===== src/rtl/ex_muladd.sv =====
// EX-stage HI/LO multiply / multiply-accumulate unit with stall request to ctrl.
// Optional build macro MULADD_ITER_EN selects a radix-2 iterative multiplier.
module ex_muladd #(
  parameter int DW = 32,
  parameter int AW = 5
) (
  input  logic              clk,
  input  logic              reset,
  input  logic              stall_i,
  input  logic              flush_i,
  input  logic              op_valid_i,
  input  logic [2:0]        op_i,
  input  logic [DW-1:0]     src_a_i,
  input  logic [DW-1:0]     src_b_i,
  input  logic [DW-1:0]     hi_i,
  input  logic [DW-1:0]     lo_i,
  input  logic              we_i,
  input  logic [AW-1:0]     waddr_i,
  input  logic [DW-1:0]     wdata_i,
  output logic              ex_we,
  output logic [AW-1:0]     ex_waddr,
  output logic [DW-1:0]     ex_wdata,
  output logic              ex_whilo,
  output logic [DW-1:0]     ex_hi,
  output logic [DW-1:0]     ex_lo,
  output logic [4:0]        ex_cnt,
  output logic [2*DW-1:0]   ex_hilo_tempt,
  output logic              stallreq
);

  localparam int HW = 2 * DW;

`ifdef MULADD_ITER_EN
  typedef enum logic [1:0] {S_IDLE, S_ACC, S_MUL, S_DONE} state_t;
`else
  typedef enum logic {S_IDLE, S_ACC} state_t;
`endif

  state_t          r_state;
  logic [HW-1:0]   r_temp;
  logic [4:0]      r_cnt;

  logic            w_is_mul;
  logic            w_is_madd;
  logic            w_is_sub;
  logic [HW-1:0]   w_hilo_in;
  logic            w_stallreq;
  logic            w_whilo;
  logic [HW-1:0]   w_hilo;

  function automatic logic [HW-1:0] f_accum(input logic sub, input logic [HW-1:0] base,
                                            input logic [HW-1:0] term);
    f_accum = sub ? (base - term) : (base + term);
  endfunction

  assign w_is_mul  = op_valid_i && (op_i == 3'd1 || op_i == 3'd2);
  assign w_is_madd = op_valid_i && (op_i >= 3'd3 && op_i <= 3'd6);
  assign w_is_sub  = (op_i == 3'd5 || op_i == 3'd6);
  assign w_hilo_in = {hi_i, lo_i};

`ifdef MULADD_ITER_EN
  function automatic logic [DW-1:0] f_mag(input logic sgn, input logic [DW-1:0] v);
    f_mag = (sgn && v[DW-1]) ? (~v + 1'b1) : v;
  endfunction

  logic [DW-1:0]   w_abs_a;
  logic [DW-1:0]   w_abs_b;
  logic            w_neg;
  logic [HW-1:0]   w_partial;

  assign w_abs_a   = f_mag(op_i[0], src_a_i);
  assign w_abs_b   = f_mag(op_i[0], src_b_i);
  assign w_neg     = op_i[0] & (src_a_i[DW-1] ^ src_b_i[DW-1]);
  // One multiplier bit per cycle; r_cnt doubles as the bit index.
  assign w_partial = r_temp + (w_abs_b[r_cnt] ? ({{DW{1'b0}}, w_abs_a} << r_cnt) : '0);
`else
  function automatic logic [HW-1:0] f_product(input logic sgn, input logic [DW-1:0] a,
                                              input logic [DW-1:0] b);
    logic signed [HW-1:0] sa;
    logic signed [HW-1:0] sb;
    sa = sgn ? {{DW{a[DW-1]}}, a} : {{DW{1'b0}}, a};
    sb = sgn ? {{DW{b[DW-1]}}, b} : {{DW{1'b0}}, b};
    f_product = sa * sb;
  endfunction

  logic [HW-1:0]   w_product;
  assign w_product = f_product(op_i[0], src_a_i, src_b_i);
`endif

  always_comb begin
    w_stallreq = 1'b0;
    w_whilo    = 1'b0;
    w_hilo     = '0;
    case (r_state)
      S_IDLE: begin
`ifdef MULADD_ITER_EN
        w_stallreq = w_is_mul || w_is_madd;
`else
        if (w_is_mul) begin
          w_whilo = 1'b1;
          w_hilo  = w_product;
        end else begin
          w_stallreq = w_is_madd;
        end
`endif
      end
      S_ACC: begin
        w_whilo = 1'b1;
        w_hilo  = f_accum(w_is_sub, w_hilo_in, r_temp);
      end
`ifdef MULADD_ITER_EN
      S_MUL: w_stallreq = 1'b1;
      S_DONE: begin
        w_whilo = 1'b1;
        w_hilo  = r_temp;
      end
`endif
    endcase
    if (flush_i) begin
      w_stallreq = 1'b0;
      w_whilo    = 1'b0;
      w_hilo     = '0;
    end
  end

  // Outputs are forced to zero for the whole time reset is held.
  assign ex_we         = !reset && we_i && op_valid_i && !w_stallreq && !flush_i;
  assign ex_waddr      = reset ? '0 : waddr_i;
  assign ex_wdata      = reset ? '0 : wdata_i;
  assign ex_whilo      = !reset && w_whilo;
  assign ex_hi         = reset ? '0 : w_hilo[HW-1:DW];
  assign ex_lo         = reset ? '0 : w_hilo[DW-1:0];
  assign stallreq      = !reset && w_stallreq;
  assign ex_cnt        = reset ? '0 : r_cnt;
  assign ex_hilo_tempt = reset ? '0 : r_temp;

  always_ff @(posedge clk) begin
    if (reset || flush_i) begin
      r_state <= S_IDLE;
      r_temp  <= '0;
      r_cnt   <= '0;
    end else if (!stall_i) begin
      case (r_state)
        S_IDLE: begin
`ifdef MULADD_ITER_EN
          if (w_is_mul || w_is_madd) begin
            r_temp  <= w_partial;
            r_cnt   <= 5'd1;
            r_state <= S_MUL;
          end
`else
          if (w_is_madd) begin
            r_temp  <= w_product;
            r_cnt   <= 5'd1;
            r_state <= S_ACC;
          end
`endif
        end
        S_ACC: begin
          r_temp  <= '0;
          r_cnt   <= '0;
          r_state <= S_IDLE;
        end
`ifdef MULADD_ITER_EN
        S_MUL: begin
          if (r_cnt == 5'd31) begin
            r_temp  <= w_neg ? (~w_partial + 1'b1) : w_partial;
            r_cnt   <= 5'd1;
            r_state <= (op_i == 3'd1 || op_i == 3'd2) ? S_DONE : S_ACC;
          end else begin
            r_temp <= w_partial;
            r_cnt  <= r_cnt + 5'd1;
          end
        end
        S_DONE: begin
          r_temp  <= '0;
          r_cnt   <= '0;
          r_state <= S_IDLE;
        end
`endif
      endcase
    end
  end

endmodule


===== config.mk =====
export PLATFORM = sky130hd
export DESIGN_NAME = ex_muladd
export DESIGN_NICKNAME = d
export VERILOG_FILES = /design/src/rtl/ex_muladd.sv
export SDC_FILE = /design/constraint.sdc
export NUM_CORES = 2
export LEC_CHECK = 0
export CAP_MARGIN = 20
export CORE_ASPECT_RATIO = 1.2
export CORE_MARGIN = 4
export CORE_UTILIZATION = 64
export CTS_CLUSTER_SIZE = 25
export DETAILED_ROUTE_END_ITERATION = 12
export HOLD_SLACK_MARGIN = 0.02
export PLACE_DENSITY = 0.82
export SKIP_LAST_GASP = 1
export SLEW_MARGIN = 20
export SYNTH_ARGS = -nofsm -noshare
export SYNTH_HDL_FRONTEND = slang
export SYNTH_SLANG_ARGS = --single-unit

===== constraint.sdc =====
create_clock -name clk -period 27.8 [get_ports clk]
set_input_delay 8.34 -clock clk [delete_from_list [all_inputs] [get_ports clk]]
set_output_delay 8.34 -clock clk [all_outputs]
set_load 0.02 [all_outputs]

==> run_results.csv <==
group,metric,value,unit
yosys,synthTopCellsByArea,"fa_1 50%, inv_1 10%, ha_1 9.0%, and2_1 6.9%, nand2_1 4.0%",
sta,slew_violations,0,
clock_tree,clock_tree.buffer_depth,2,
yosys,synth_top_area_share,49.8,%
detailed_routing,post_drt_wl_per_cell,23.4,µm
yosys,seq_area_frac_synth,2.31,%
sta,max_freq,36.7,MHz
yosys,synth_ff_type,"dfxtp_1",
yosys,synth_fa_ha_area_share,58.8,%
placement,pre_cts_slack,0.481,ns
yosys,synthTopCellsByCount,"1,552 x inv_1, 1,422 x fa_1, 632 x and2_1, 616 x nand2_1, 412 x ha_1",
sta,grt_setup_unrepaired,"no",
clock_tree,hold_buffers,0,
detailed_routing,route.detailed.drc,0,
yosys,synth_top_family_by_area,"adder cells",
sta,slew_headroom,24.8,%
clock_tree,clkSinkCount,66,
floorplan,core,88100,µm²
yosys,synth-edff-count,0,
cells_and_area,final_layout_size_suffix_gt1_share,2.79,%
clock_tree,htree_levels,3,
clock_tree,cts_made_buffers,9,
sta,tightest_slew,1.12,ns
worst_setup_path,slowest_delay,0.77,ns
detailed_routing,ant_nets,0,
detailed_routing,dr.pass1.iters,6,
global_routing,grt.total_usage,39.3,%
clock_tree,postCtsSetupRepairBufs,0,
cells_and_area,areaGrowthSynthToFinish,8.37,%
worst_setup_path,cp_common_cell,"fa_1",
yosys,ys_warn_count,0,
clock_tree,cts_root_buffer,"clkbuf_16",
yosys,synthMuxAreaShare,0.160,%
sta,finalSetupViolations,0,
detailed_routing,routed_wl,180,mm
yosys,synthCells,6399,
worst_setup_path,cp_max_fo,22,
placement,io_buffers,342,
yosys,synthDistinctLibCells,77,
clock_tree,cts_tree,"done",
yosys,netlist_area,57200,µm²
cells_and_area,n_fill_cell,6905,
yosys,synth_seq_cells,66,
status,outcome,"completed",
detailed_routing,drtIter0Drc,3413,
floorplan,initial_utilization,64.9,%
global_routing,grt_max_degree,84,
worst_setup_path,arrival,18.88,ns
yosys,postSynth.asyncResetShare,0,%
detailed_routing,vias,45300,
cells_and_area,seq_area,1330,µm²
global_routing,grt_pass1_wl,282,mm
cells_and_area,nNetsFinal,8555,
worst_setup_path,cp_slowest_cell,"fa_2",
hold_path,min_path_type,"reg -> reg",
sta,fin_tns_setup,0,ns
sta,hold_violations,0,
placement,dp_hpwl,155,mm
yosys,synthXorXnorAreaFrac,3.74,%
worst_setup_path,crit_type,"in -> out",
clock_tree,clk_pin_slew,0.06,ns
floorplan,boundaryPins,347,
yosys,synth_compound_area_share,6.90,%
floorplan,die_h,335,µm
worst_setup_path,cp-start-kind,"input pin",
sta,period_needed,27.22,ns
yosys,syn_avg_cell_area,8.94,µm²
sta,post-route-period-util,97.9,%
global_routing,first_global_vias,50000,
yosys,synth-simple-area-share,15.7,%
global_routing,antenna_found_initial,14,
yosys,yosys.area.top_type,"fa_1",
clock_tree,cts_resized,0,
global_routing,grt.overflow.total,0,
sta,finalClockSkew,0.00868,ns
clock_tree,clk_latency,0.37,ns
worst_setup_path,crit_path_end_kind,"primary output",
flow_run,maxCapViolCount,0,
yosys,synth.most_common_cell,"inv_1",
floorplan,num_rows,119,
floorplan,die-area,94200,µm²
detailed_routing,viasPerCell,5.87,
sta,layout_setup_ws,0.579,ns
floorplan,fp.dieW,281,µm
cells_and_area,multi_input_area,48800,µm²
placement,place.gp.congestion,1.03,
worst_setup_path,crit_required,19.46,ns
-- state kept, by name, summed over array words and instances, names as in the netlist --
signal / flops
r_state: 1
r_cnt: 1
r_temp: 64
-- worst max-delay path, delay by kind of cell --
kind / cells / cell delay, ns
simple gates: 3 / 0.50
buf+inv: 9 / 2.28
compound gates: 8 / 1.33
xor+xnor: 1 / 0.22
fa+ha+maj: 11 / 6.20
-- placed cells by master (no fill, tap or decap), types with 7 or more instances in the layout --
master | Yosys | layout
dfxtp_1 | 66 | 65
o21a_1 | 14 | 14
a211oi_1 | 16 | 16
o211ai_1 | 11 | 11
clkbuf_16 | 0 | 9
mux2i_1 | 8 | 8
nand2_1 | 616 | 616
nor2_1 | 213 | 211
nand3b_1 | 8 | 8
a22oi_1 | 74 | 74
and2_1 | 632 | 632
xnor2_1 | 163 | 163
nand4_1 | 23 | 23
o2111ai_1 | 7 | 7
o21bai_1 | 21 | 21
nor2b_1 | 107 | 107
clkdlybuf4s50_1 | 0 | 327
a21oi_1 | 208 | 208
o22ai_1 | 9 | 9
buf_4 | 4 | 118
buf_2 | 3 | 12
ha_1 | 412 | 412
and3_1 | 33 | 33
nor4_1 | 14 | 14
nand2b_1 | 15 | 15
a31oi_1 | 19 | 19
o21ai_1 | 12 | 12
diode_2 | 0 | 8
inv_1 | 1552 | 1552
or3_1 | 14 | 14
a21o_1 | 72 | 72
o21ai_0 | 77 | 77
o31ai_1 | 9 | 9
nor3_1 | 22 | 22
fa_1 | 1422 | 1421
nand3_1 | 28 | 28
xor2_1 | 81 | 81
-- cell type report --
class	instances	area share [%]
Sequential cell	66	2.14
Clock inverter	4	0.0828
Antenna cell	8	0.0323
Tap cell	1149	2.32
Timing Repair Buffer	461	6.89
Clock buffer	12	0.398
Multi-Input combinational cell	4457	78.7
Inverter	1552	9.40
-- worst paths after layout --
| check | startpoint | endpoint | slack, ns | depth (start not counted) |
|---|---|---|---|---|
| worst max-delay path | op_i[0] | ex_hi[31] | 0.58 | 32 |
| worst min-delay path | r_cnt[0]$_SDFFE_PP0P_ | r_cnt[0]$_SDFFE_PP0P_ | 0.49 | 2 |
| worst min register to register | r_cnt[0]$_SDFFE_PP0P_ | r_cnt[0]$_SDFFE_PP0P_ | 0.49 | 2 |
| worst max register to register | r_state$_SDFFE_PP0N_ | r_temp[50]$_SDFFE_PP0P_ | 25.40 | 6 |
-- routing by layer --
metal,global-route usage (%),share of wire [%],vias to the layer above
met5,0,0.022,-
met4,22.6,7.5,6
met3,7.63,8.9,737
met2,66.9,48,2447
met1,46.8,35,22900
li1,-,-,19200
-- cells by family (layout without fill, tap and decap cells) --
logic type | after synthesis | count (layout)
buffers and inverters | 1879 | 2029
XOR/XNOR | 244 | 244
adder cells (fa/ha/maj) | 1836 | 1836
other | 1 | 12
AND/OR/NAND/NOR | 1753 | 1753
multiplexers | 9 | 9
flip-flops | 66 | 66
AO/OA/AOI/OAI | 611 | 611
-- per-stage QoR --
stage / cells / utilization, % / instance area [µm²] / hold slack [ns]
final: 7709 / 70.3 / 62000 / 0.489
after global routing: 7707 / 70.3 / 62000 / 0.532
after CTS: 7701 / 70.3 / 61900 / 0.494
after detailed placement: 7685 / 69.9 / 61600 / 0.481
after global placement: 7685 / 69.9 / 61600 / 0.470
after floorplan: 6402 / - / 57200 / 0.449
Power is left out: the tool's default activity adds up to more than one toggle a clock period on the data nets, which glitch-free logic cannot reach.
